## src/rtl/pwm_deadtime_gen.sv

```systemverilog
// Single-channel PWM with shadowed offset/duty and dead-time insertion.
// Complementary gates are registered and never overlap.
module pwm_deadtime_gen #(
  parameter int SIZE   = 13,
  parameter int PERIOD = 5000,
  parameter int DEAD   = 10
) (
  input  logic            clk,
  input  logic            reset_n,
  input  logic            en,
  input  logic [SIZE-1:0] offset,
  input  logic [SIZE-1:0] duty,
  output logic            pwm_h,
  output logic            pwm_l,
  output logic            sync,
  output logic [SIZE-1:0] cnt,
  output logic            cfg_err
);

  localparam logic [SIZE-1:0] PMAX = SIZE'(PERIOD - 1);
  localparam logic [SIZE:0]   PER  = (SIZE+1)'(PERIOD);
  localparam int              DW   = (DEAD > 1) ? $clog2(DEAD) : 1;
  localparam logic [DW-1:0]   DT_LOAD = DW'(DEAD - 1);

  typedef enum logic [1:0] {
    IDLE,
    DT,
    HI,
    LO
  } st_e;

  logic [SIZE-1:0] cnt_q, cnt_d;
  logic [SIZE-1:0] off_s_q, dty_s_q;
  logic            cfg_q, sync_q, r_q;
  logic            h_q, l_q, tgt_q;
  logic [DW-1:0]   dt_q;
  st_e             st_q;

  logic            wrap;
  logic            load;
  logic            r;
  logic [SIZE:0]   end_w;
  logic [SIZE:0]   cnt_w;

  assign wrap  = (cnt_q == PMAX);
  assign load  = !en || wrap;
  assign cnt_d = (!en || wrap) ? '0 : cnt_q + SIZE'(1);
  assign end_w = {1'b0, off_s_q} + {1'b0, dty_s_q};
  assign cnt_w = {1'b0, cnt_q};

  always_comb begin
    r = 1'b0;
    if (({1'b0, off_s_q} >= PER) || (dty_s_q == '0))
      r = 1'b0;
    else if ({1'b0, dty_s_q} >= PER)
      r = 1'b1;
    else if (end_w <= PER)
      r = (cnt_q >= off_s_q) && (cnt_w < end_w);
    else
      r = (cnt_q >= off_s_q) || (cnt_w < end_w - PER);
  end

  always_ff @(posedge clk or negedge reset_n) begin
    if (!reset_n) begin
      cnt_q   <= '0;
      off_s_q <= '0;
      dty_s_q <= '0;
      cfg_q   <= 1'b0;
      sync_q  <= 1'b0;
      r_q     <= 1'b0;
    end else begin
      cnt_q  <= cnt_d;
      sync_q <= en && wrap;
      r_q    <= en && r;
      if (load) begin
        off_s_q <= offset;
        dty_s_q <= duty;
        cfg_q   <= ({1'b0, offset} >= PER);
      end
    end
  end

  // Gate flops follow the state being entered, so they are glitch-free.
  always_ff @(posedge clk or negedge reset_n) begin
    if (!reset_n) begin
      st_q  <= IDLE;
      tgt_q <= 1'b0;
      dt_q  <= '0;
      h_q   <= 1'b0;
      l_q   <= 1'b0;
    end else if (!en) begin
      st_q <= IDLE;
      h_q  <= 1'b0;
      l_q  <= 1'b0;
    end else begin
      case (st_q)
        IDLE: begin
          st_q  <= DT;
          tgt_q <= r_q;
          dt_q  <= DT_LOAD;
          h_q   <= 1'b0;
          l_q   <= 1'b0;
        end
        HI: begin
          if (!r_q) begin
            st_q  <= DT;
            tgt_q <= 1'b0;
            dt_q  <= DT_LOAD;
            h_q   <= 1'b0;
          end
        end
        LO: begin
          if (r_q) begin
            st_q  <= DT;
            tgt_q <= 1'b1;
            dt_q  <= DT_LOAD;
            l_q   <= 1'b0;
          end
        end
        DT: begin
          if (r_q != tgt_q) begin
            tgt_q <= r_q;
            dt_q  <= DT_LOAD;
          end else if (dt_q == '0) begin
            st_q <= tgt_q ? HI : LO;
            h_q  <= tgt_q;
            l_q  <= !tgt_q;
          end else begin
            dt_q <= dt_q - DW'(1);
          end
        end
        default: begin
          st_q <= IDLE;
          h_q  <= 1'b0;
          l_q  <= 1'b0;
        end
      endcase
    end
  end

  assign pwm_h   = h_q;
  assign pwm_l   = l_q;
  assign sync    = sync_q;
  assign cnt     = cnt_q;
  assign cfg_err = cfg_q;

endmodule

```

## config.mk

```make
export PLATFORM = sky130hd
export DESIGN_NAME = pwm_deadtime_gen
export DESIGN_NICKNAME = d
export VERILOG_FILES = /design/src/rtl/pwm_deadtime_gen.sv
export SDC_FILE = /design/constraint.sdc
export NUM_CORES = 1
export LEC_CHECK = 0
export CAP_MARGIN = 20
export CORE_MARGIN = 4
export CORE_UTILIZATION = 45
export CTS_BUF_LIST = sky130_fd_sc_hd__clkbuf_16
export DETAILED_ROUTE_END_ITERATION = 12
export PLACE_DENSITY = 0.69
export RECOVER_POWER = 100
export SYNTH_ARGS = -nofsm -noshare
export SYNTH_HDL_FRONTEND = slang
export SYNTH_SLANG_ARGS = --single-unit
```

## constraint.sdc

```tcl
create_clock -name clk -period 3.3 [get_ports clk]
set_input_delay 0.66 -clock clk [delete_from_list [all_inputs] [get_ports clk]]
set_output_delay 0.66 -clock clk [all_outputs]
set_load 0.01 [all_outputs]
```

**Word-level counts from Yosys, hierarchy flattened**

Cells that the tools add are included.

- Word-level logic and storage cells: 82
- Latch bits: 0
- Bits in read-only memories: 0
- Bits in writable memories: 0
- Memories kept: 0
- Bits in registers: 51

- Muxes and demuxes: 29
- Bitwise logic cells: 0
- Shift operators: 0
- $lt $le $gt $ge: 7
- Equal/unequal tests: 15
- Multiply operators: 0
- Div/mod/pow operators: 0
- Reduce and logical (&&, ||, !) cells: 16
- Add/sub/neg operators: 4

Operator list:

| kind | number |
|---|---|
| $ge 13x13->1 const B | 3 |
| $lt 13x14->1 | 2 |
| $reduce_and 4->1 | 5 |
| $mux 4 | 4 |
| $pmux 4 s4 | 1 |
| $ne 3x3->1 const B | 5 |
| $add 13x13->14 | 1 |
| $le 14x13->1 const B | 1 |
| $mux 1 | 14 |
| $sub 14x13->14 const B | 1 |
| $add 13x1->13 const B | 1 |
| $eq 13x13->1 const B | 1 |
| $ge 13x13->1 | 1 |
| $logic_not 13->1 | 1 |
| $mux 13 | 1 |
| $mux 2 | 5 |
| $ne 4x1->1 const B | 2 |
| $pmux 2 s4 | 1 |
| $ne 2x2->1 const B | 3 |
| $pmux 1 s3 | 2 |
| $eq 2x2->1 const B | 2 |
| $logic_not 4->1 | 1 |
| $pmux 1 s4 | 1 |
| $sub 4x1->4 const B | 1 |
| 6 further kinds | 11 |

**Depth between registers and ports, before layout**

- Word-level depth: 8
- Gate-level depth with buffers: 18

**Least setup slack after synthesis**

No wires, ideal clock.

- Kind: register to register
- Start point: register off_s_q[0]
- End point: register r_q
- Arrival: 3,539 ps
- Required time: 3,174 ps
- Cell stages (with the launch flop): 17
- Slack: -364 ps
- Setup time: 126 ps
- Path through: dfrtp_1 ha_1 fa_1 a21oi_1 nor2b_1 nor2_1 xor2_1 ha_1 or3b_2 nand2_1 xnor2_1 ha_1 o21a_1 o21ai_0 a31o_2 a2111o_1 o311a_1

- Word-level cells in the longest chain between the ends: 8

RTL lines:

| item | RTL line | RTL |
|---|---|---|
| start, declared | 33 | `logic [SIZE-1:0] off_s_q, dty_s_q;` |
| start signal, assigned | 76 | `off_s_q <= offset;` |
| $add 13x13->14 | 48 | `assign end_w = {1'b0, off_s_q} + {1'b0, dty_s_q};` |
| $sub 14x13->14 | 60 | `r = (cnt_q >= off_s_q) \|\| (cnt_w < end_w - PER);` |
| $lt 13x14->1 | 60 |  |
| $logic_or 1x1->1 | 60 |  |
| $mux 1 | 57 | `else if (end_w <= PER)` |
| $mux 1 | 55 | `else if ({1'b0, dty_s_q} >= PER)` |
| $mux 1 (*) | 53 | `if (({1'b0, off_s_q} >= PER) \|\| (dty_s_q == '0))` |
| $logic_and 1x1->1 (*) | 74 | `r_q <= en && r;` |
| end signal, assigned | 74 |  |
| end, declared | 34 | `logic cfg_q, sync_q, r_q;` |

Every way passes the cells marked *; elsewhere a longest branch is shown, timed or not.
A chain may end at the register's enable or synchronous reset.

**Final worst setup path**

- Start point: register dty_s_q[0]
- End point: register r_q

- Word-level cells in the longest chain between the ends: 8

RTL lines:

| item | RTL line | RTL |
|---|---|---|
| start, declared | 33 |  |
| start signal, assigned | 77 | `dty_s_q <= duty;` |
| $add 13x13->14 | 48 |  |
| $sub 14x13->14 | 60 |  |
| $lt 13x14->1 | 60 |  |
| $logic_or 1x1->1 | 60 |  |
| $mux 1 | 57 |  |
| $mux 1 | 55 |  |
| $mux 1 (*) | 53 |  |
| $logic_and 1x1->1 (*) | 74 |  |

Marked as above.

==> key figures <==
Timing
  • Hold Fails Final Rpt: 0
  • Tcrit/Tclk final: 108%
  • RSZ-0062 raised after global routing: yes
  • Worst setup margin: -0.263 ns
  • Fin. max-slew vios: 30
  • Final worst path period need: 3.56 ns
  • Final setup vio count: 1
  • Final Skew: 0.00683 ns
  • Setup TNS Final: -0.263 ns
  • Maximum clock rate: 0.281 GHz
  • Worst-margin pin slew: 1.54 ns
  • Rel. slew slack: -2.98%

Place
  • RD Place Congestion: 0.969
  • Port Buf Inserts: 45
  • HPWL after DPL: 8610 um
  • Pre-CTS setup slack: -0.344 ns

Global routing
  • Largest net degree at the start of global routing: 41
  • Number of global-route vias before repair: 3661
  • Initial antenna violation count: 0
  • Congestion Overflow GR: 0
  • Gr usage total: 21.3%
  • First-pass GRT wire length: 17400 um

Worst setup path
  • Crit path arrival time: 3.73 ns
  • CP required: 3.47 ns
  • R2R cell count: 16
  • Crit path launch: dty_s_q[0]$_DFFE_PN0N_
  • R2R Setup Slk: -0.26 ns
  • CP Capture Type: flop
  • Crit start category: flop
  • R2r startpoint: dty_s_q[0]$_DFFE_PN0N_
  • Reg2Reg Capture Point: r_q$_DFF_PN0_
  • Worst setup path class: flop to flop
  • Max FO, Critical Path: 3

Synth
  • Leading area contributor after synthesis: dfrtp_1
  • Post-synthesis net count: 521
  • Yosys reg bits: 51
  • Syn Area/Cell: 8.93 sq um
  • Synth Flop Type: dfrtp_1
  • Synthesized area: 3940 sq um
  • Ys async rst share: 100%
  • Yosys cell types: 56
  • Seq/Total Area, Yosys: 32.4%
  • Yosys warns: 0
  • Number of flops mapped to enable cells by yosys: 0
  • Area contributors post-synth: dfrtp_1, ha_1, o21ai_0
  • Area fraction of the dominant cell type after synthesis: 32.4%
  • Post-Syn Instances: 441

Clock network
  • H-tree depth: 2
  • CTS Buf Count: 5
  • CTS root buf: clkbuf_16
  • CTS sink count: 51
  • CTS tree: done
  • Clk buf depth: 2
  • Worst skew pair latency: 0.29 ns
  • Clk pin slew, worst setup/hold paths: 0.07 ns
  • # hold bufs at CTS: 0

Drt
  • Final WL: 10500 um
  • Routed Antenna Nets: 0
  • DR WL/cell: 16.1 um
  • M1 wire length: 4640 um
  • Avg Vias per Cell: 5.53
  • Top layer in use: met4
  • Drt first pass iters: 5
  • Routed vias: 3586
  • DRC errors left: 0
  • Iteration-0 DRC Markers: 174
  • Met2 routed WL: 5060 um
  • Met3 WL: 528 um

Die
  • Ports: 46
  • Die W: 102 um
  • Die H: 102 um
  • Starting Density: 47.0%
  • Die Area: 10300 sq um
  • Core region area: 8380 sq um
  • Row count: 33

Run status
  • Failing checks: capacitance limit, slew limit, setup timing
  • Status: complete, but fails checks

Power
  • VDD IR max: 0.274 mV
  • PD cells: 479 nW/um^2
  • Leakage power: 2.44 nW

Layout
  • Share of cells above drive strength 1: 20.6%
  • Fin nets: 623
  • N_diodes: 0
  • Area Growth Syn to Fin: 31.7%

Min path
  • Hold path depth: 2
  • Hold Path Sink: dt_q[3]$_DFFE_PN0P_
  • Hold wc startpoint: dt_q[3]$_DFFE_PN0P_
  • HP Class: flop to flop

Job
  • Max-cap violation count: 1
==> report_power, final <==
| group | internal [mW] | switching, mW | total, mW |
|---|---|---|---|
| clock network | 0.358 | 0.229 | 0.587 |
| logic | 0.597 | 0.560 | 1.16 |
| registers | 0.684 | 0.0602 | 0.744 |
==> kinds of logic (layout without fill, tap and decap cells) <==
kind of cell / count (synthesis) / count (layout) / share of synthesized area, %
AOI/OAI and AO/OA: 104 / 104 / 17.3
and+or+nand+nor: 145 / 145 / 17.6
DFF: 51 / 51 / 32.4
xor gates and xnor gates: 35 / 35 / 7.97
adders and majority gates: 53 / 53 / 17.0
muxes: 14 / 14 / 4.00
buffers and inverters: 39 / 142 / 3.75
==> metrics by stage <==
stage | std cells | power, mW | area (sq um) | hold slack [ns] | util (%)
finish | 649 | 2.49 | 5190 | 0.529 | 61.9
global route | 649 | 2.67 | 5190 | 0.579 | 61.9
CTS | 646 | 2.49 | 5170 | 0.418 | 61.7
detailed placement | 636 | 1.87 | 4970 | 0.518 | 59.3
global placement | 636 | 1.84 | 4970 | 0.513 | 59.3
floorplan | 441 | 1.44 | 4000 | 0.364 | -
==> metal layers <==
| layer | global-route usage, % | up-vias |
|---|---|---|
| met3 | 3.31 | 19 |
| met4 | 6.54 | 0 |
| met5 | 0 | - |
| li1 | - | 1788 |
| met1 | 27.6 | 1684 |
| met2 | 36.5 | 95 |
==> cell usage after synthesis (2+ instances only) <==
| master | instances |
|---|---|
| nor3b_1 | 2 |
| nor2b_1 | 6 |
| and3_1 | 3 |
| xnor2_1 | 18 |
| nand3_1 | 17 |
| o21bai_1 | 4 |
| inv_1 | 27 |
| a31o_2 | 2 |
| nor4_1 | 7 |
| o21ai_1 | 2 |
| a21oi_1 | 24 |
| dfrtp_1 | 51 |
| a21boi_0 | 2 |
| and2_1 | 3 |
| a22oi_1 | 3 |
| a31oi_1 | 3 |
| nand2_1 | 41 |
| nand3b_1 | 2 |
| nand2b_1 | 6 |
| nor3_1 | 7 |
| o21ai_0 | 34 |
| a211oi_1 | 2 |
| a21o_1 | 3 |
| clkbuf_1 | 9 |
| o221ai_1 | 2 |
| maj3_2 | 2 |
| xor2_1 | 16 |
| a211o_1 | 3 |
| buf_1 | 2 |
| o21a_1 | 5 |
| ha_1 | 50 |
| nor2_1 | 40 |
| mux2_2 | 14 |
| nand4_1 | 7 |
==> critical path, stage by stage (launching register included) <==
cell	delay (ns)
dfrtp_1	0.40
ha_2	0.20
fa_2	0.41
a21oi_2	0.18
nor2b_2	0.07
nor2_1	0.12
xor2_1	0.10
buf_4	0.14
buf_4	0.12
ha_1	0.27
a21oi_1	0.07
maj3_2	0.31
maj3_2	0.31
o21ai_0	0.19
buf_4	0.15
a211oi_1	0.07
o311a_1	0.35
==> layout make-up <==
cell class / instances / area, sq um
timing repair buffer: 107 / 920
clock buffer: 5 / 125
clock inverter: 3 / 43.8
inverter: 27 / 101
fill: 704 / 3190
sequential: 51 / 1280
tap: 105 / 131
multi-input combinational: 351 / 2590
==> state kept, by name (all words and copies together), names as in the netlist <==
| name | flops |
|---|---|
| tgt_q | 1 |
| dty_s_q | 13 |
| pwm_h | 1 |
| pwm_l | 1 |
| cfg_err | 1 |
| r_q | 1 |
| sync | 1 |
| dt_q | 4 |
| off_s_q | 13 |
| st_q | 2 |
| cnt | 13 |
==> worst max-delay path by stage <==
stage,to,slack (ns),depth (start not counted)
2_1_floorplan,r_q$_DFF_PN0_,-0.1,18
3_3_place_gp,r_q$_DFF_PN0_,-0.22,18
3_5_place_dp,r_q$_DFF_PN0_,-0.34,18
4_1_cts,r_q$_DFF_PN0_,-0.23,16
5_1_grt,r_q$_DFF_PN0_,-0.44,18
6_report,r_q$_DFF_PN0_,-0.26,16
==> cells in the final DEF (no fill, tap or decap), types with 7 or more instances in the layout <==
cell type / netlist / routed
a21oi_1: 24 / 21
xnor2_1: 18 / 16
dfrtp_1: 51 / 51
nand3_1: 17 / 17
o21ai_0: 34 / 32
nand4_1: 7 / 7
nand2_1: 41 / 40
buf_4: 0 / 60
dlygate4sd3_1: 0 / 14
xor2_1: 16 / 15
clkdlybuf4s50_1: 0 / 30
mux2_2: 14 / 14
nor4_1: 7 / 7
inv_1: 27 / 27
nor2_1: 40 / 39
nor3_1: 7 / 7
ha_1: 50 / 48
==> repair_timing <==
item,CTS,global route
buffers inserted,2,3
pin swaps,8,4
endpoints found under the setup margin,1,1
resized for setup,4,1
cloned,0,0
Power figures use the tool's default switching activity.
